### config.mk
export PLATFORM = sky130hd
export DESIGN_NAME = divrem_ctrl
export DESIGN_NICKNAME = d
export VERILOG_FILES = /design/src/rtl/divrem_ctrl.sv
export SDC_FILE = /design/constraint.sdc
export NUM_CORES = 1
export LEC_CHECK = 0
export ABC_AREA = 1
export CAP_MARGIN = 20
export CELL_PAD_IN_SITES_DETAIL_PLACEMENT = 0
export CELL_PAD_IN_SITES_GLOBAL_PLACEMENT = 1
export CORE_UTILIZATION = 39
export DETAILED_ROUTE_END_ITERATION = 6
export PLACE_DENSITY = 0.83
export SLEW_MARGIN = 20
export SYNTH_ARGS = -nofsm -noshare
export SYNTH_HDL_FRONTEND = slang
export SYNTH_SLANG_ARGS = --single-unit
### constraint.sdc
create_clock -name clk -period 13.8 [get_ports clk]
set_clock_uncertainty 0.15 [all_clocks]
set_input_delay 1.38 -clock clk [delete_from_list [all_inputs] [get_ports clk]]
set_output_delay 1.38 -clock clk [all_outputs]
set_load 0.02 [all_outputs]
### src/rtl/divrem_ctrl.sv
// Sequencer around a multi-cycle unsigned divider for RV32M DIV/DIVU/REM/REMU.
// Optional last-result pair cache enabled by defining DIVCTL_PAIR_CACHE_EN.
module divrem_ctrl (
  input  logic        clk,
  input  logic        cpurst,
  input  logic        req_valid,
  input  logic [1:0]  req_op,
  input  logic [31:0] rs1,
  input  logic [31:0] rs2,
  input  logic        flush,
  output logic        req_ready,
  output logic        busy,
  output logic        res_valid,
  output logic [31:0] res_data,
  output logic        div_start,
  output logic [31:0] div_dividend,
  output logic [31:0] div_divisor,
  input  logic        div_done,
  input  logic [31:0] div_quo,
  input  logic [31:0] div_rem
);

  typedef enum logic [1:0] {S_IDLE, S_LAUNCH, S_WAIT, S_FIX} state_e;

  function automatic logic [31:0] neg32(input logic [31:0] v);
    logic signed [31:0] s;
    s = $signed(v);
    return $unsigned(-s);
  endfunction

  function automatic logic [31:0] cond_neg(input logic [31:0] v, input logic n);
    return n ? neg32(v) : v;
  endfunction

  state_e      state_q, state_d;
  logic        inflight_q, inflight_d;
  logic        ready_q, ready_d;
  logic        busy_q, busy_d;
  logic        remsel_q, remsel_d;
  logic        negq_q, negq_d;
  logic        negr_q, negr_d;
  logic [31:0] dvd_q, dvd_d;
  logic [31:0] dvs_q, dvs_d;
  logic [31:0] cq_q, cq_d;
  logic [31:0] cr_q, cr_d;
  logic [31:0] res_q, res_d;

  logic        accept, sgn, div0, ovf, hit;
  logic [31:0] fix_out;

`ifdef DIVCTL_PAIR_CACHE_EN
  logic        cvalid_q, cvalid_d;
  logic [31:0] crs1_q, crs1_d;
  logic [31:0] crs2_q, crs2_d;
  logic        csgn_q, csgn_d;
  logic [31:0] ccq_q, ccq_d;
  logic [31:0] ccr_q, ccr_d;
  logic [31:0] krs1_q, krs1_d;
  logic [31:0] krs2_q, krs2_d;
  logic        ksgn_q, ksgn_d;
`endif

  always_comb begin
    state_d    = state_q;
    inflight_d = inflight_q;
    remsel_d   = remsel_q;
    negq_d     = negq_q;
    negr_d     = negr_q;
    dvd_d      = dvd_q;
    dvs_d      = dvs_q;
    cq_d       = cq_q;
    cr_d       = cr_q;
    res_d      = res_q;
`ifdef DIVCTL_PAIR_CACHE_EN
    cvalid_d   = cvalid_q;
    crs1_d     = crs1_q;
    crs2_d     = crs2_q;
    csgn_d     = csgn_q;
    ccq_d      = ccq_q;
    ccr_d      = ccr_q;
    krs1_d     = krs1_q;
    krs2_d     = krs2_q;
    ksgn_d     = ksgn_q;
    hit        = cvalid_q && (rs1 == crs1_q) && (rs2 == crs2_q) && (req_op[0] == csgn_q);
`else
    hit        = 1'b0;
`endif

    accept    = (state_q == S_IDLE) && req_valid && ready_q && !flush;
    sgn       = ~req_op[0];
    div0      = (rs2 == 32'h0);
    ovf       = sgn && (rs1 == 32'h8000_0000) && (rs2 == 32'hFFFF_FFFF);
    fix_out   = remsel_q ? cr_q : cq_q;
    res_valid = (state_q == S_FIX) && !flush;
    res_data  = res_valid ? fix_out : res_q;
    div_start = (state_q == S_LAUNCH);

    case (state_q)
      S_IDLE: begin
        if (accept) begin
          remsel_d = req_op[1];
          negq_d   = sgn & (rs1[31] ^ rs2[31]);
          negr_d   = sgn & rs1[31];
          dvd_d    = cond_neg(rs1, sgn & rs1[31]);
          dvs_d    = cond_neg(rs2, sgn & rs2[31]);
`ifdef DIVCTL_PAIR_CACHE_EN
          krs1_d   = rs1;
          krs2_d   = rs2;
          ksgn_d   = req_op[0];
`endif
          // Special results are known at accept; the divider is never involved.
          if (div0) begin
            cq_d    = 32'hFFFF_FFFF;
            cr_d    = rs1;
            state_d = S_FIX;
          end else if (ovf) begin
            cq_d    = 32'h8000_0000;
            cr_d    = 32'h0;
            state_d = S_FIX;
          end else if (hit) begin
`ifdef DIVCTL_PAIR_CACHE_EN
            cq_d    = ccq_q;
            cr_d    = ccr_q;
`endif
            state_d = S_FIX;
          end else begin
            state_d = S_LAUNCH;
          end
        end
      end
      S_LAUNCH: state_d = S_WAIT;
      S_WAIT: begin
        if (div_done) begin
          cq_d    = cond_neg(div_quo, negq_q);
          cr_d    = cond_neg(div_rem, negr_q);
          state_d = S_FIX;
`ifdef DIVCTL_PAIR_CACHE_EN
          if (!flush) begin
            cvalid_d = 1'b1;
            crs1_d   = krs1_q;
            crs2_d   = krs2_q;
            csgn_d   = ksgn_q;
            ccq_d    = cq_d;
            ccr_d    = cr_d;
          end
`endif
        end
      end
      S_FIX: begin
        if (!flush) res_d = fix_out;
        state_d = S_IDLE;
      end
      default: state_d = S_IDLE;
    endcase

    if (flush) state_d = S_IDLE;

    // Tracks the physical divider, which keeps running across a flush.
    if (div_start)     inflight_d = 1'b1;
    else if (div_done) inflight_d = 1'b0;

    ready_d = (state_d == S_IDLE) && !inflight_d;
    busy_d  = (state_d != S_IDLE);
  end

  always_ff @(posedge clk) begin
    if (cpurst) begin
      state_q    <= S_IDLE;
      inflight_q <= 1'b0;
      ready_q    <= 1'b0;
      busy_q     <= 1'b0;
      res_q      <= 32'h0;
      dvd_q      <= 32'h0;
      dvs_q      <= 32'h0;
`ifdef DIVCTL_PAIR_CACHE_EN
      cvalid_q   <= 1'b0;
`endif
    end else begin
      state_q    <= state_d;
      inflight_q <= inflight_d;
      ready_q    <= ready_d;
      busy_q     <= busy_d;
      res_q      <= res_d;
      dvd_q      <= dvd_d;
      dvs_q      <= dvs_d;
`ifdef DIVCTL_PAIR_CACHE_EN
      cvalid_q   <= cvalid_d;
`endif
    end
  end

  always_ff @(posedge clk) begin
    remsel_q <= remsel_d;
    negq_q   <= negq_d;
    negr_q   <= negr_d;
    cq_q     <= cq_d;
    cr_q     <= cr_d;
`ifdef DIVCTL_PAIR_CACHE_EN
    crs1_q   <= crs1_d;
    crs2_q   <= crs2_d;
    csgn_q   <= csgn_d;
    ccq_q    <= ccq_d;
    ccr_q    <= ccr_d;
    krs1_q   <= krs1_d;
    krs2_q   <= krs2_d;
    ksgn_q   <= ksgn_d;
`endif
  end

  assign req_ready    = ready_q;
  assign busy         = busy_q;
  assign div_dividend = dvd_q;
  assign div_divisor  = dvs_q;

endmodule

-- Word-level counts from Yosys, hierarchy flattened
Cells that the tools add are included.
- register bits after elaboration: 168
- bits of input ports: 135
- output and inout port bits: 100
- word-level logic and storage cells: 71
- $add $sub $neg: 4
- equality and inequality tests: 8
- mux-type cells: 24
- bitwise logic cells: 6
- reduce and logical (&&, ||, !) cells: 17
- operators with widths (kind ; count):
    two-way mux 32 bit ; 14
    negator 32 bit ; 4
    case mux 32 bit (2 select lines) ; 2
    == test 32 bit (second input constant) ; 2
    zero test 32 bit ; 1
    two-way mux 2 bit ; 5
    case mux 2 bit (4 select lines) ; 1
    logical AND 1 bit ; 7
    == test 2 bit (second input constant) ; 2
    zero test 2 bit ; 2
    inequality test 2 bit (second input constant) ; 2
    AND reduction 2 bit ; 2
    AND reduction 4 bit ; 1
    nonzero test 2 bit ; 2
    bitwise AND 1 bit ; 3
    inequality test 3 bit (second input constant) ; 1
    == test 2 x 1 -> 1 bit (second input constant) ; 1
    zero test 1 bit ; 2
    two-way mux 1 bit ; 2
    NOT 1 bit ; 2
    XOR 1 bit ; 1

-- Logic depth before layout (Yosys ltp)
Gate-level depths: netlist (run 1).
- word-level depth: 10
- mapped depth: 12
- depth with buffers taken out: 12

-- Least setup slack after synthesis (run 1)
OpenSTA, ideal clock, no wires.
- path kind: input to register
- start: in rs1[0]
- end: reg cq_q[0], enable pin
- arrival time: 5423 ps
- setup slack: 7720 ps
- stages on the path: 10
- cell sequence: inv_1 -> ha_1 -> nand3_2 -> nor2_2 -> nand2_2 -> nor2_1 -> nand3_1 -> nand2_1 -> nand2_1 -> a21oi_1
- longest elaborated chain between the ends: 5
- RTL lines (element ; RTL line ; text):
    start: declaration ; 8 ; input logic [31:0] rs1,
    == test 32 bit ; 92 ; ovf = sgn && (rs1 == 32'h8000_0000) && (rs2 == 32'hFFFF_FFFF);
    logical AND 1 bit (2 in series) ; 92 ;
    inequality test 3 bit (no source line) ; -- ;
    AND reduction 4 bit (no source line) ; -- ;
    end signal: assignment ; 196 ; cq_q <= cq_d;
    end: declaration ; 44 ; logic [31:0] cq_q, cq_d;
Every way passes these cells.
A chain may end at the register's enable or synchronous reset.

-- Worst setup path in the final report (run 1)
- start: in flush
- end: out res_data[12]
- longest elaborated chain between the ends: 3
- RTL lines (element ; RTL line ; text):
    start: declaration ; 10 ; input logic flush,
    zero test 1 bit ; -- ;
    logical AND 1 bit ; 94 ; res_valid = (state_q == S_FIX) && !flush;
    two-way mux 32 bit ; 95 ; res_data = res_valid ? fix_out : res_q;
    end: declaration ; 14 ; output logic [31:0] res_data,
Every way passes these cells.

==> impl_summary.txt, run 1 <==
----------------------------------------------------
[Route]
  Initial DRT Pass Iterations ... 6
  DRC ... 0
  Number of vias per cell ... 5.165
  Met2 wire length ... 17150 um
  Per-cell routed wire length ... 17.38 um
  Highest metal layer with signal wires ... met5
  Routed length on met3 ... 2859 um
  DR iter-0 viols ... 921
  Routed wire length ... 36250 um
  Met1 WL ... 15340 um
  Total via count after detailed routing ... 10.77k
  Residual antenna-violating net count after detailed routing ... 0

[Clocking]
  Clock latency on the worst-skew pair ... 430 ps
  TritonCTS clock tree ... built
  Post-CTS Hold Fix Bufs ... 0
  H-tree depth reported by CTS ... 4
  Resized cells post-CTS ... 0
  # Post-CTS Setup Buffers ... 0
  Clock Sinks ... 168
  Number of buffers created by CTS ... 17
  Clk slew on worst S/H paths ... 70 ps
  Root Buffer Master ... sky130_fd_sc_hd__clkbuf_16
  Clock Tree Buf Depth ... 2

[Power and ir drop]
  Power density of the placed cells ... 92.94 nW/um2
  Relative contribution of combinational cells to total power ... 18.3%
  Pleak ... 5.772 nW
  Part of the power in registers ... 43.8%
  Largest vdd supply drop ... 0.07741 mV
  Internal power contribution ... 0.8929 mW
  Proportion of total power due to net switching ... 28.83%
  Clk network pwr share ... 37.9%
  Net switching power of the design ... 0.3617 mW
  Pwr Total ... 1.255 mW

[Yosys]
  Synthesized-area fraction occupied by adder cells ... 1.208%
  XOR/XNOR share of the synthesized area ... 2.453%
  Multiplexer area fraction after synthesis ... 0%
  Sequential area share after synthesis ... 38.96%
  Mapped cell area ... 10350 um2
  Total of flip-flops plus latches after synthesis ... 168
  Syn_nets ... 1679
  Main combinational cell family by area after synthesis ... simple AND/OR/NAND/NOR gates
  Area fraction in compound gates after synthesis ... 16.69%
  Number of warning messages in the yosys log ... 0
  Yosys cell types ... 43
  Synthesized instance count ... 1534
  Share of synthesized cell area in and, or, nand and nor gates ... 31.30%
  Synthesized area divided by synthesized cell count ... 6.750 um2

[Floorplan]
  Height of the die ... 164.9 um
  Standard-cell rows ... 59
  I/O pins ... 235
  Die Outline Area ... 27210 um2
  Die boundary width ... 164.9 um
  Core Footprint ... 26060 um2
  Starting utilization of the core area ... 39.74%

[Final layout]
  Post-route design area ... 13500 um2
  Area delta synth->final ... 30.38%
  Layout Utilization ... 51.81%
  Fraction of final layout cells with drive strength greater than 1 ... 4.353%
  Final cell count without fillers ... 2085
  Total number of nets in the final design ... 1878
  Fill count ... 2682

[Worst setup path]
  Worst setup slack for register-to-register paths ... 9920 ps
  Worst reg2reg path startpoint ... state_q[0]
  Worst-path maximum fanout ... 33
  Arrival @ worst endpoint ... 4320 ps
  Critical Path Sink Type ... output port
  Crit. Startpoint ... flush
  Kind of start point of the critical path ... input port
  Category of the critical setup timing path ... input port to output port
  Required time of the critical path ... 12270 ps

[Placement]
  Placed Cells incl. Taps ... 2049
  Area after DPL ... 12920 um2
  Detailed Place HPWL ... 27440 um
  Number of input and output port buffers inserted ... 234
  Final weighted congestion in routability-driven placement ... 0.9901

[Hold path]
  Worst hold path class ... flip-flop to flip-flop
  Worst hold start ... div_divisor[31]

[Timing]
  Final hold violation count ... 0
  Fin Setup TNS ... 0 ps
  Final-report max-slew violation count ... 0
  Fmax ... 170.9 MHz
  Fraction of the cycle the final worst path needs ... 42.40%
  RSZ-0062 raised after global routing ... no
  Normalized max-slew margin ... 27.87%
  Pin slew with the least headroom to its limit ... 1081 ps
  Final critical-path required period ... 5851 ps
  Final setup violating endpoints ... 0

[GRT]
  Pin count of the biggest net entering global routing ... 79
  Residual overflow from global routing ... 0
  First-pass GRT wire length ... 54900 um
  Via count of the first global-routing pass ... 10.15k
  Number of antenna violations at the first check in global routing ... 5
  Tot GR Track Use ... 26.75%

[Run status]
  Result of the run ... complete, no violations

[Job]
  Max-Cap Viols ... 0

----------------------------------------------------
per-layer routing:
metal,vias to the layer above,track usage [%]
met5,-,0
met1,4937,33.11
met4,2,9.133
li1,5435,-
met3,48,7.057
met2,347,44.73
placed cells by master, fill, tap and decap left out, types with 3 or more instances in the layout:
cell                              count
sky130_fd_sc_hd__xnor2_1              3
sky130_fd_sc_hd__clkinv_2             4
sky130_fd_sc_hd__edfxtp_1            67
sky130_fd_sc_hd__o21ai_0            112
sky130_fd_sc_hd__nand2_2              5
sky130_fd_sc_hd__and2_1              33
sky130_fd_sc_hd__inv_2                7
sky130_fd_sc_hd__a31oi_1              5
sky130_fd_sc_hd__clkinvlp_4           3
sky130_fd_sc_hd__o211ai_1             3
sky130_fd_sc_hd__diode_2              4
sky130_fd_sc_hd__xor2_1              26
sky130_fd_sc_hd__clkinv_1             4
sky130_fd_sc_hd__buf_4                9
sky130_fd_sc_hd__nor2_1             228
sky130_fd_sc_hd__o22ai_1             15
sky130_fd_sc_hd__ha_1                10
sky130_fd_sc_hd__nand3_1            114
sky130_fd_sc_hd__o21ai_1             16
sky130_fd_sc_hd__nor3_1              22
sky130_fd_sc_hd__o21ai_2              3
sky130_fd_sc_hd__nand4_1             20
sky130_fd_sc_hd__o221ai_1             6
sky130_fd_sc_hd__dfxtp_1            101
sky130_fd_sc_hd__inv_6                5
sky130_fd_sc_hd__nand2_1            311
sky130_fd_sc_hd__o31ai_1              7
sky130_fd_sc_hd__a21o_1               3
sky130_fd_sc_hd__nor2_2              12
sky130_fd_sc_hd__clkdlybuf4s50_1    234
sky130_fd_sc_hd__clkbuf_16           18
sky130_fd_sc_hd__a21oi_1            144
sky130_fd_sc_hd__inv_1              175
registers in the layout, summed over array words and instances, names as in the netlist, 2 cells and up:
| name | flops |
|---|---|
| cr_q | 32 |
| div_dividend | 32 |
| state_q | 2 |
| div_divisor | 32 |
| cq_q | 32 |
| res_q | 32 |
worst paths after layout:
path                                        end  depth (start not counted)
worst max-delay path               res_data[12]                          8
worst min-delay path            div_divisor[31]                          2
worst max register to register         cr_q[16]                          7
worst min register to register  div_divisor[31]                          2
synth_stat cells (all sizes together):
master | count | share of area, %
a21boi | 1 | 0.073
a21o | 3 | 0.22
a21oi | 145 | 7.0
a22oi | 1 | 0.073
a31oi | 5 | 0.30
and2 | 33 | 2.0
and3 | 2 | 0.12
buf | 32 | 1.5
clkbuf | 31 | 1.1
clkinv | 2 | 0.073
dfxtp | 101 | 20
edfxtp | 67 | 19
ha | 10 | 1.2
inv | 184 | 6.7
nand2 | 316 | 12
nand3 | 116 | 5.7
nand3b | 2 | 0.14
nand4 | 20 | 1.2
nor2 | 242 | 9.2
nor3 | 23 | 1.2
nor4 | 2 | 0.12
o211ai | 3 | 0.22
o21ai | 132 | 6.6
o21bai | 1 | 0.073
o221ai | 6 | 0.51
o22ai | 16 | 1.0
o31ai | 7 | 0.51
o32ai | 1 | 0.085
or2 | 1 | 0.060
xnor2 | 3 | 0.25
xor2 | 26 | 2.2
worst max-delay path, cell delays in order:
cell                              delay (ps)
sky130_fd_sc_hd__clkdlybuf4s50_1         480
sky130_fd_sc_hd__inv_1                    70
sky130_fd_sc_hd__nand2_1                  60
sky130_fd_sc_hd__buf_4                   340
sky130_fd_sc_hd__clkinv_1                930
sky130_fd_sc_hd__nor2_1                  360
sky130_fd_sc_hd__a21oi_1                 110
sky130_fd_sc_hd__clkdlybuf4s50_1         550
stage by stage:
stage          hold WS, ps  setup WS (ps)
2_1_floorplan        305.5           7720
3_3_place_gp         316.1           8270
3_5_place_dp         314.3           8195
4_1_cts              331.8           8185
5_1_grt              379.0           7789
6_report             325.2           7949
cell type report:
class / count / area [um2] / area share, %
Multi-Input combinational cell: 1117 / 5359 / 39.69
Sequential cell: 168 / 4034 / 29.88
Timing Repair Buffer: 243 / 2410 / 17.85
Inverter: 186 / 699.4 / 5.181
Clock buffer: 19 / 454.2 / 3.364
Tap cell: 335 / 419.2 / 3.105
Clock inverter: 13 / 115.1 / 0.8526
Antenna cell: 4 / 10.01 / 0.07414
cell families after synthesis:
group / count (synthesis)
simple gates: 757
xor+xnor: 29
fa+ha+maj: 10
compound gates: 321
buf+inv: 249
flops: 168
power groups by stage:
stage,Clock [mW],Sequential (mW),Combinational (mW)
3_3_place_gp,0,0.561,0.227
4_1_cts,0.485,0.550,0.230
6_report,0.475,0.550,0.230
5_1_grt,0.501,0.552,0.253
3_5_place_dp,0,0.560,0.229
2_1_floorplan,0,0.574,0.101
No activity file was read; power rests on OpenSTA's default activity.
==> run 2: changes to the inputs <==
Settings changed: CORE_UTILIZATION 39 to 36, PLACE_DENSITY 0.83 to 0.77.
Clock period 13.8 ns to 5.6 ns, I/O delays scaled along.
==> run 2 against run 1 <==
  * Total power increased by 150%
  * Design area increased by 0.76%
  * Count of clock-buffer cells in the layout decreased by 2
  * Combinational power increased by 150%
  * Flip-flop and latch count unchanged
  * Via count about the same
  * Highest routed layer unchanged
==> impl_summary.txt, run 2 (synthesized netlist as in run 1, its figures left out) <==
----------------------------------------------------
[Route]
  Per-cell routed wire length ... 17.56 um (+0.99%)
  Number of vias per cell ... 5.059 (-2.1%)
  DRC ... 0 (unchanged)
  Total via count after detailed routing ... 10.77k (+0.0093%)
  Residual antenna-violating net count after detailed routing ... 0 (unchanged)
  Routed wire length ... 37380 um (+3.1%)
  Initial DRT Pass Iterations ... 5 (-1)
  DR iter-0 viols ... 879 (-4.6%)

[Final layout]
  Layout Utilization ... 48.56% (-3.2 points)
  Area occupied by registers ... 4034 um2 (unchanged)
  Area delta synth->final ... 31.37%
  Final cell count without fillers ... 2129 (+2.1%)
  Multi-input logic area ... 5359 um2 (unchanged)
  Commonest non-fill, non-tap cells in the layout ... sky130_fd_sc_hd__nand2_1 (311), sky130_fd_sc_hd__clkdlybuf4s50_1 (234), sky130_fd_sc_hd__nor2_1 (228), sky130_fd_sc_hd__inv_1 (175), sky130_fd_sc_hd__a21oi_1 (144)
  Most common cell after layout, fill and taps aside ... sky130_fd_sc_hd__nand2_1
  Fill count ... 2942 (+9.7%)
  Total number of nets in the final design ... 1879 (+0.053%)
  Fraction of final layout cells with drive strength greater than 1 ... 4.522% (+0.17 points)

[Worst setup path]
  Required time of the critical path ... 4890 ps (-7380 ps)
  Number of buffers and inverters on the critical path ... 6 (+1)
  Cells along the critical path ... clkdlybuf4s50_1 -> inv_1 -> nand2_1 -> buf_4 -> clkinv_1 -> buf_16 -> nor2_1 -> a21oi_1 -> clkdlybuf4s50_1
  Arrival @ worst endpoint ... 3060 ps (-1260 ps)
  Critical Path Sink Type ... output port
  Kind of cell adding the most delay to the critical path ... buffers and inverters
  Crit. Startpoint ... flush
  Worst-path maximum fanout ... 33 (unchanged)
  Most frequent cell on the critical path ... sky130_fd_sc_hd__clkdlybuf4s50_1
  CP peak stage delay ... 560 ps (-370 ps)
  Worst reg2reg path startpoint ... state_q[0]
  Kind of start point of the critical path ... input port
  Worst path slowest cell ... sky130_fd_sc_hd__clkdlybuf4s50_1
  Category of the critical setup timing path ... input port to output port

[GRT]
  First-pass GRT wire length ... 56300 um (+2.6%)
  Number of antenna violations at the first check in global routing ... 8 (+3)
  Via count of the first global-routing pass ... 10.18k (+0.34%)
  Pin count of the biggest net entering global routing ... 65 (-18%)
  Residual overflow from global routing ... 0 (unchanged)
  Tot GR Track Use ... 25.42% (-1.3 points)

[Power and ir drop]
  Largest vdd supply drop ... 0.1713 mV (+120%)
  Power density of the placed cells ... 229.9 nW/um2 (+150%)
  Pleak ... 5.797 nW (+0.44%)

[Floorplan]
  Die boundary width ... 171.6 um (+4.0%)
  Height of the die ... 171.6 um (+4.0%)
  Core Footprint ... 28010 um2 (+7.5%)
  Die Outline Area ... 29450 um2 (+8.2%)
  Standard-cell rows ... 61 (+3.4%)
  Starting utilization of the core area ... 36.97% (-2.8 points)
  I/O pins ... 235 (unchanged)

[Timing]
  Final hold violation count ... 0 (unchanged)
  Fin Setup TNS ... 0 ps (unchanged)
  Pin slew with the least headroom to its limit ... 976.5 ps (-104.2 ps)
  RSZ-0062 raised after global routing ... no
  PnR worst setup slack ... 1826 ps (-6123 ps)
  Fmax ... 265.0 MHz
  Fraction of the cycle the final worst path needs ... 67.39%
  Final-report max-slew violation count ... 0 (unchanged)
  Final critical-path required period ... 3774 ps
  Final setup violating endpoints ... 0 (unchanged)
  Normalized max-slew margin ... 34.83% (+7.0 points)
  Worst hold margin ... 324.4 ps (-0.8130 ps)

[Clocking]
  Clock latency on the worst-skew pair ... 450 ps (+20 ps)
  Root Buffer Master ... sky130_fd_sc_hd__clkbuf_16
  Clock Sinks ... 168 (unchanged)
  Clock Tree Buf Depth ... 2 (unchanged)
  Clk slew on worst S/H paths ... 70 ps (about the same)
  Resized cells post-CTS ... 0 (unchanged)
  Post-CTS Hold Fix Bufs ... 0 (unchanged)
  Number of buffers created by CTS ... 17 (unchanged)
  # Post-CTS Setup Buffers ... 0 (unchanged)
  H-tree depth reported by CTS ... 4 (unchanged)
  TritonCTS clock tree ... built

[Placement]
  Placed Cells incl. Taps ... 2092 (+2.1%)
  Detailed Place HPWL ... 28950 um (+5.5%)
  Number of input and output port buffers inserted ... 234 (unchanged)
  DP Worst Slack ... 1604 ps (-6591 ps)
  Final weighted congestion in routability-driven placement ... 0.9423 (-4.8%)

[Hold path]
  Worst hold path class ... flip-flop to flip-flop
  Worst hold start ... div_dividend[31]

[Job]
  Max-Cap Viols ... 0 (unchanged)

[Run status]
  Result of the run ... complete, no violations

----------------------------------------------------
==> run 2: cell count changes in the layout (fill, tap and decap cells not counted), moves of 2 or more <==
| cell | previous run | this run |
|---|---|---|
| sky130_fd_sc_hd__inv_8 | 0 | 5 |
| sky130_fd_sc_hd__clkinv_2 | 4 | 1 |
| sky130_fd_sc_hd__clkinv_8 | 0 | 3 |
| sky130_fd_sc_hd__clkinvlp_4 | 3 | 1 |
==> run 2: final cells by class <==
class / instances / area share [%]
tap: 378 / 3.477
clock buffer: 17 / 3.127
timing repair buffer: 244 / 17.92
clock inverter: 15 / 1.214
sequential: 168 / 29.65
inverter: 186 / 5.142
antenna: 4 / 0.07358
multi-input combinational: 1117 / 39.39
==> run 2: worst paths after layout <==
path / end / slack (ps) / cells after the start
worst max-delay path: res_data[0] / 1830 / 9
worst min-delay path: div_dividend[31] / 320 / 2
worst min register to register: div_dividend[31] / 320 / 2
worst max register to register: cq_q[12] / 2070 / 6
==> run 2: worst min-delay path, stage by stage, from the launching register on <==
cell	delay, ps
sky130_fd_sc_hd__dfxtp_1	310
sky130_fd_sc_hd__nand2_1	60
sky130_fd_sc_hd__a21oi_1	60
==> run 2: where the power goes <==
part	switching [mW]	leakage (nW)	internal, mW	total (mW)
logic	0.338	4.03	0.231	0.570
clock network	0.601	0.287	0.602	1.20
registers	0.0276	1.48	1.33	1.35
==> run 2: metal layers <==
| metal | wire [um] | part of all wire (%) | GRT usage [%] |
|---|---|---|---|
| met2 | 17580 | 47 | 42.65 |
| met3 | 2865 | 7.7 | 7.317 |
| met5 | 72 | 0.19 | 0 |
| met1 | 16170 | 43 | 31.61 |
| met4 | 690 | 1.8 | 6.871 |
==> run 2: through the flow <==
stage | cell area, um2 | total power [mW]
detailed placement | 12970 | 1.950
global placement | 12970 | 1.949
CTS | 13570 | 3.151
floorplan | 10350 | 1.665
finish | 13600 | 3.127
global route | 13590 | 3.256
==> run 3: changes to the inputs <==
Clock period 5.6 ns to 3.83 ns, I/O delays scaled along.
==> run 3 against run 2 <==
  * Sequential share of layout area is 0.17 points lower
  * Largest power group unchanged
  * Non-clock buffer count is 10 higher
  * Via count rose by 1.0%
==> impl_summary.txt, run 3 (synthesized netlist as in run 1, its figures left out) <==
----------------------------------------------------
[Run status]
  Result of the run ... complete, no violations

[GRT]
  Via count of the first global-routing pass ... 10.31k (+1.2%)
  Number of antenna violations at the first check in global routing ... 5 (-3)
  Residual overflow from global routing ... 0 (unchanged)
  First-pass GRT wire length ... 57000 um (+1.2%)
  Pin count of the biggest net entering global routing ... 121 (+86%)
  Tot GR Track Use ... 25.65% (+0.23 points)

[Timing]
  RSZ-0062 raised after global routing ... no
  Fmax ... 309.4 MHz
  Final critical-path required period ... 3232 ps
  Fin Setup TNS ... 0 ps (unchanged)
  Worst hold margin ... 330.7 ps (+6.269 ps)
  Pin slew with the least headroom to its limit ... 729.5 ps (-247.0 ps)
  Normalized max-slew margin ... 51.07% (+16 points)
  Fraction of the cycle the final worst path needs ... 84.38%
  Final hold violation count ... 0 (unchanged)
  Final-report max-slew violation count ... 0 (unchanged)
  Final setup violating endpoints ... 0 (unchanged)

[Power and ir drop]
  Power density of the placed cells ... 329.8 nW/um2 (+43%)
  Pleak ... 5.836 nW (+0.67%)
  Largest vdd supply drop ... 0.2339 mV (+36%)

[Hold path]
  Worst hold start ... div_dividend[31]
  Worst hold path class ... flip-flop to flip-flop
  End of the worst hold path ... div_dividend[31]
  Depth of the worst hold-timing path ... 2 (unchanged)

[Final layout]
  Area occupied by registers ... 4034 um2 (unchanged)
  Commonest non-fill, non-tap cells in the layout ... sky130_fd_sc_hd__nand2_1 (311), sky130_fd_sc_hd__clkdlybuf4s50_1 (234), sky130_fd_sc_hd__nor2_1 (228), sky130_fd_sc_hd__inv_1 (175), sky130_fd_sc_hd__a21oi_1 (144)
  Multi-input logic area ... 5359 um2 (unchanged)
  Fraction of final layout cells with drive strength greater than 1 ... 4.952% (+0.43 points)
  Most common cell after layout, fill and taps aside ... sky130_fd_sc_hd__nand2_1
  Area delta synth->final ... 32.14%
  Total number of nets in the final design ... 1889 (+0.53%)
  Fill count ... 2886 (-1.9%)
  Final cell count without fillers ... 2139 (+0.47%)

[Worst setup path]
  Number of cell instances on the worst register-to-register path ... 7 (+1)
  Arrival @ worst endpoint ... 2700 ps (-360 ps)
  Required time of the critical path ... 3300 ps (-1590 ps)
  Critical Path Sink Type ... output port
  Reg2reg end ... cq_q[18]
  Worst-path maximum fanout ... 23 (-30%)
  Category of the critical setup timing path ... flip-flop to output port
  Kind of start point of the critical path ... flip-flop
  Worst reg2reg path startpoint ... state_q[0]
  Worst setup slack for register-to-register paths ... 1170 ps (-900 ps)

[Job]
  Max-Cap Viols ... 0 (unchanged)

[Placement]
  Placed Cells incl. Taps ... 2103 (+0.53%)
  Number of input and output port buffers inserted ... 234 (unchanged)
  Detailed Place HPWL ... 29030 um (+0.28%)
  Final weighted congestion in routability-driven placement ... 0.9369 (-0.57%)

[Clocking]
  Clock Sinks ... 168 (unchanged)
  Clk slew on worst S/H paths ... 70 ps (about the same)
  # Post-CTS Setup Buffers ... 0 (unchanged)
  TritonCTS clock tree ... built
  Resized cells post-CTS ... 0 (unchanged)
  H-tree depth reported by CTS ... 4 (unchanged)
  Number of buffers created by CTS ... 17 (unchanged)
  Clock latency on the worst-skew pair ... 440 ps (about the same)
  Root Buffer Master ... sky130_fd_sc_hd__clkbuf_16
  Clock Tree Buf Depth ... 2 (unchanged)
  Post-CTS Hold Fix Bufs ... 0 (unchanged)

[Route]
  DRC ... 0 (unchanged)
  Initial DRT Pass Iterations ... 7 (+2)
  Residual antenna-violating net count after detailed routing ... 0 (unchanged)
  Routed wire length ... 37330 um (-0.12%)
  Number of vias per cell ... 5.086 (+0.54%)
  Total via count after detailed routing ... 10.88k (+1.0%)
  DR iter-0 viols ... 767 (-13%)
  Per-cell routed wire length ... 17.45 um (-0.59%)

[Floorplan]
  Starting utilization of the core area ... 36.97% (unchanged)
  Height of the die ... 171.6 um (unchanged)
  Standard-cell rows ... 61 (unchanged)
  Die Outline Area ... 29450 um2 (unchanged)
  Die boundary width ... 171.6 um (unchanged)
  I/O pins ... 235 (unchanged)
  Core Footprint ... 28010 um2 (unchanged)

----------------------------------------------------
## run 3: cell types whose count changed in the layout (fill, tap and decap cells not counted), sizes merged
| cell | change |
|---|---|
| buf | +10 |
| clkbuf | +1 |
| inv | -3 |
| clkinvlp | +2 |
## run 3: final cells by class
| type | instances | share of cell area, % |
|---|---|---|
| sequential | 168 | 29.48 |
| clock buffer | 18 | 3.136 |
| antenna | 4 | 0.07315 |
| inverter | 186 | 5.112 |
| multi-input combinational | 1117 | 39.16 |
| timing repair buffer | 254 | 18.58 |
| clock inverter | 14 | 0.9967 |
| tap | 378 | 3.456 |
## run 3: through the flow
stage	power [mW]	utilization (%)	instance area (um2)	setup WS (ps)
floorplan	2.433	-	10360	57.65
detailed placement	2.862	46.79	13110	518.8
global route	4.712	48.82	13680	427.1
global placement	2.860	46.79	13110	634.8
CTS	4.549	48.81	13670	569.9
finish	4.512	48.85	13680	598.4
## run 3: how the worst max path moves through the flow
stage / depth (start not counted) / to / slack [ps] / from
global placement: 12 / cr_q[23] / 630 / rs1[0]
detailed placement: 12 / cr_q[16] / 520 / rs1[0]
finish: 5 / res_data[21] / 600 / remsel_q
global route: 5 / res_data[21] / 430 / remsel_q
CTS: 5 / res_data[21] / 570 / remsel_q
floorplan: 10 / cq_q[0] / 60 / rs1[0]
## run 3: routing by layer
layer  up-vias  track usage (%)  wire length, um  part of all wire (%)
met3        61            6.144             2755                   7.4
met4         4            9.511             1111                   3.0
met2       342            42.53            17550                    47
met5         -                0               26                 0.070
li1       5456                -                -                     -
met1      5016            32.14            15890                    43
## run 3: power by group
| part | internal (mW) | leakage (nW) | switching [mW] |
|---|---|---|---|
| sequential | 1.94 | 1.48 | 0.0361 |
| clock | 0.861 | 0.268 | 0.828 |
| combinational | 0.349 | 4.09 | 0.499 |
## run 3: worst max-delay path: stages (launching register included)
cell and delay, ps:
sky130_fd_sc_hd__edfxtp_1 420, sky130_fd_sc_hd__inv_1 560, sky130_fd_sc_hd__buf_4 290, sky130_fd_sc_hd__a21oi_1 120, sky130_fd_sc_hd__a21oi_1 230, sky130_fd_sc_hd__clkdlybuf4s50_1 650
==> variant 1, RTL diff (config.mk and constraints of run 2) <==
Make the reset (`cpurst`) asynchronous in one clocked block.
--- a/src/rtl/divrem_ctrl.sv
+++ b/src/rtl/divrem_ctrl.sv
@@ -163,7 +163,7 @@
     busy_d  = (state_d != S_IDLE);
   end
 
-  always_ff @(posedge clk) begin
+  always_ff @(posedge clk or posedge cpurst) begin
     if (cpurst) begin
       state_q    <= S_IDLE;
       inflight_q <= 1'b0;
Check against the original RTL: differs if cpurst is asserted again (counterexample within 4 cycles, from zero or initial values and one cycle with cpurst high); with cpurst held inactive, the same outputs for 4 cycles.
==> variant 1 against run 2 <==
Area after synthesis up 0.34%; wire length down 7.3%; final area is 0.83% higher; global-route usage is 1.5 points lower; sequential cell count is the same; worst setup slack worse by 140 ps.
Power is not compared: it rests on default switching activity, and its combinational part moved more than twofold at a synthesized area within 25%.
==> variant 1: results <==
set metrics [dict create \
    slew_headroom_pct 25.6 \
    synth.area.top_cells "dfrtp_1 24%, edfxtp_1 19%, nand2_1 14%" \
    inverters_excl_clock 141 \
    drt_first_pass_iters 5 \
    path_max_fanout 42 \
    met1_usage_pct 31.8 \
    syn_nets 1557 \
    clock_path_buffers 2 \
    cts_inserted_buffers 17 \
    grt_antenna_before_repair 3 \
    nets 1766 \
    grtUsageTotal_pct 23.9 \
    synthDistinctLibCells 39 \
    synth_edf_count 67 \
    use_met3_pct 4.58 \
    cts-resized-gates 0 \
    drive_above_1_share_pct 5.88 \
    post_cts_buffers 0 \
    place.port_buffers 234 \
    grt_max_degree 99 \
    placed_cell_area_mm2 0.0131 \
    buffers 245 \
    ff_latch_area_mm2 0.00454 \
    outcome "finished, final reports clean" \
    clk_latency_ps 440 \
    setup_viol 0 \
    ys.flop_type "dfrtp_1" \
    syn_area_per_cell_um2 7.36 \
    pre_cts_ws_ps 1690 \
    arrival_ps 3200 \
    ys_seq_elements 168 \
    drt_iter0_drc 881 \
    place_congestion 0.897 \
    cts_root_buf "clkbuf_16" \
    totalWireLength_um 34600 \
    grt_pass1_vias 9736 \
    fill_cells 2847 \
    final-clk-cell-share_pct 4.64 \
    slew_violations 0 \
    diodes 2 \
    final_area_mm2 0.0137 \
    buffer_area_share_pct 17.7 \
    synth-seq-area-share_pct 43.7 \
    async_flop_share_pct 60.1 \
    synthCells 1412 \
    multi_input_comb_area_mm2 0.00510 \
    dr_total_vias 10200 \
    peakVddDrop_uv 218 \
    p_leak_nw 5.86 \
    placed_cells 1980 \
    multi_input_cells 1048 \
    ys_top_cells_by_count "376 x nand2_1, 175 x nor2_1, 130 x nand3_1" \
    grt_pass1_wl_um 53600 \
    cts_htree_levels 4 \
    hp-class "reg2reg" \
    use_met2_pct 39.7 \
    wl_per_cell_um 17.2 \
    dp_hpwl_um 26200 \
]
variant 1: changes by cell type after synthesis, moves of 16 or more:
cell / before / now
a21oi_1: 145 / 50
dfrtp_1: 0 / 101
o21ai_1: 16 / 42
o21ai_0: 112 / 77
nand2_1: 311 / 376
and2_1: 33 / 0
inv_1: 177 / 129
a31oi_1: 5 / 39
nand3_1: 114 / 130
buf_2: 25 / 7
dfxtp_1: 101 / 0
nor2_1: 228 / 175
variant 1: routing by layer:
metal | share of wire (%) | wire (um)
met4 | 1.2 | 431
met2 | 47 | 16500
met3 | 6.2 | 2150
met1 | 45 | 15600
met5 | 0.066 | 23
variant 1: cell families after synthesis:
group,after synthesis,synth area share [%]
and+or+nand+nor,761,31.1
adders and majority gates,10,1.20
AOI/OAI and AO/OA,239,13.5
buffers and inverters,196,7.38
xor gates and xnor gates,38,3.20
DFF,168,43.7
variant 1: worst paths after layout:
path,start,to,depth (start not counted),slack (ps)
setup / recovery,flush,res_data[18],6,1690
hold / removal,div_divisor[20]$_DFFE_PP0P_,div_divisor[20]$_DFFE_PP0P_,2,340
setup reg to reg,state_q[0]$_DFF_PP0_,cq_q[7]$_DFFE_PP_,5,2000
hold reg to reg,div_divisor[20]$_DFFE_PP0P_,div_divisor[20]$_DFFE_PP0P_,2,340
max in group asynchronous,cpurst,div_dividend[20]$_DFFE_PP0P_,3,3700
min in group asynchronous,cpurst,div_dividend[5]$_DFFE_PP0P_,2,520
variant 1: worst max-delay path, stage by stage:
cell             delay, ps
clkdlybuf4s50_1        510
nor2_4                 760
buf_4                  390
nor2_1                  70
a31oi_1                230
clkdlybuf4s50_1        650
variant 1: report_power, final:
group          leakage, nW  internal (mW)  total, mW  switching, mW
combinational         3.70           1.03       2.47           1.43
sequential            1.86           1.88       2.11          0.232
clock                0.305          0.624       1.26          0.637
==> variant 2, RTL diff (config.mk and constraints of run 2) <==
Without the edit above. Build with the macro `DIVCTL_PAIR_CACHE_EN` defined.
--- a/src/rtl/divrem_ctrl.sv
+++ b/src/rtl/divrem_ctrl.sv
@@ -1,5 +1,7 @@
 // Sequencer around a multi-cycle unsigned divider for RV32M DIV/DIVU/REM/REMU.
 // Optional last-result pair cache enabled by defining DIVCTL_PAIR_CACHE_EN.
+`define DIVCTL_PAIR_CACHE_EN
+
 module divrem_ctrl (
   input  logic        clk,
   input  logic        cpurst,
Behaviour: no difference found for any inputs over 4 cycles, from zero or initial values and one cycle with cpurst high; that may be too few to reach the edited logic, so the function may still have changed.
==> variant 2 against run 2 <==
Count of clock-buffer cells in the layout is 38 higher; power is 110% higher; register-to-register slack improved by 200 ps; final area grew 62%; non-clock buffer count grew 13; wire length grew 53%; core utilization down 2.6 points; worst hold slack got worse by 62 ps; sequential cell count up 195; area after synthesis is 70% higher; worst setup slack better by 110 ps.
==> variant 2: results <==
set metrics [dict create \
    grtUsageTotal_pct 22.8 \
    grt_pass1_wl_um 85500 \
    synth_edf_count 261 \
    whs_path_depth 0 \
    clock_path_buffers 3 \
    dp_hpwl_um 41600 \
    dr_total_vias 14600 \
    r2r_cells 10 \
    whs_endpoint "crs1_q[8]$_DFFE_PP_" \
    rrSetupSlack_ps 2270 \
    switching_share_pct 23.9 \
    r2r_end "cq_q[11]$_DFFE_PP_" \
    arrival_ps 3760 \
    drc_errors 0 \
    totalWireLength_um 57300 \
    yosysWarnings 0 \
    p_leak_nw 8.91 \
    cts_htree_levels 2 \
    synthDistinctLibCells 48 \
    hp-class "reg2reg" \
    slew_headroom_pct 37.5 \
    path_max_fanout 44 \
    outcome "finished, final reports clean" \
    clk_latency_ps 570 \
    ys_top_cells_by_count "393 x nand2_1, 300 x nor2_1, 261 x edfxtp_1" \
    grt_antenna_before_repair 6 \
    peakVddDrop_uv 196 \
    cts_root_buf "clkbuf_16" \
    placed_cell_area_mm2 0.0206 \
    nets 2351 \
    cts_inserted_buffers 42 \
    synth-seq-area-share_pct 56.1 \
    min_from "krs1_q[8]$_DFFE_PP_" \
    grt_pass1_vias 13900 \
    drt_first_pass_iters 5 \
    grt_max_degree 69 \
    drt_iter0_drc 1418 \
    place_congestion 0.904 \
    syn_nets 2124 \
    synth.area.top_cells "edfxtp_1 45%, dfxtp_1 12%, nand2_1 8.4%" \
    drive_above_1_share_pct 5.98 \
]
variant 2: kinds of logic (layout without fill, tap and decap cells):
family,after synthesis,in the layout,synth area share [%]
AND/OR/NAND/NOR,856,856,20.5
flip-flops,363,363,56.1
AO/OA/AOI/OAI,358,358,11.1
buffers and inverters,294,555,6.60
XOR/XNOR,100,100,4.98
adder cells (fa/ha/maj),9,9,0.640
other,0,2,0
variant 2: worst max path at each step:
| stage | startpoint | end | slack (ps) |
|---|---|---|---|
| finish | rs2[1] | cq_q[11]$_DFFE_PP_ | 1930 |
| global route | rs2[0] | cr_q[14]$_DFFE_PP_ | 1700 |
| CTS | flush | res_data[30] | 1950 |
| detailed placement | rs2[1] | cq_q[11]$_DFFE_PP_ | 1380 |
| global placement | rs2[5] | cq_q[9]$_DFFE_PP_ | 1430 |
| floorplan | rs1[1] | cq_q[0]$_DFFE_PP_ | 120 |
variant 2: layout make-up:
type / count / area (um2)
diodes: 2 / 5.00
clock buffers: 55 / 1200
fillers: 4543 / 25900
well taps: 615 / 769
inverters: 220 / 831
flip-flops and latches: 363 / 9880
clock inverters: 23 / 241
repair buffers: 257 / 2540
multi-input cells: 1323 / 6580
variant 2: critical path, cell delays in order:
cell and delay (ps):
clkdlybuf4s50_1 470, inv_1 160, ha_1 240, nand3_2 130
nor3_4 300, nand4_4 390, nand2_1 250, nor2_1 50
nand2_1 60, nand2_1 100, a21oi_4 650, buf_12 340
variant 2: metrics by stage:
stage | cells | power, mW | utilization [%] | setup slack [ps] | hold slack (ps)
final | 2858 | 6.43 | 46.0 | 1930 | 263
after global routing | 2858 | 6.62 | 46.0 | 1700 | 264
after CTS | 2855 | 6.46 | 45.9 | 1950 | 263
after detailed placement | 2777 | 3.60 | 42.9 | 1380 | 255
after global placement | 2777 | 3.60 | 42.9 | 1430 | 250
after floorplan | 1980 | 3.29 | - | 122 | 250
variant 2: per-layer routing:
layer	routed length, um	vias up	share of wire (%)	track usage (%)
li1	-	7018	-	-
met1	26400	6991	46	32.8
met2	26200	551	46	35.8
met3	3890	59	6.8	4.14
met4	779	8	1.4	4.65
met5	54	-	0.094	0
variant 2: power groups by stage:
| stage | clock network [mW] | logic [mW] | registers (mW) |
|---|---|---|---|
| finish | 2.88 | 0.603 | 2.95 |
| CTS | 2.92 | 0.601 | 2.95 |
| global route | 3.02 | 0.652 | 2.95 |
| detailed placement | 0 | 0.597 | 3.01 |
| global placement | 0 | 0.594 | 3.00 |
| floorplan | 0 | 0.253 | 3.03 |
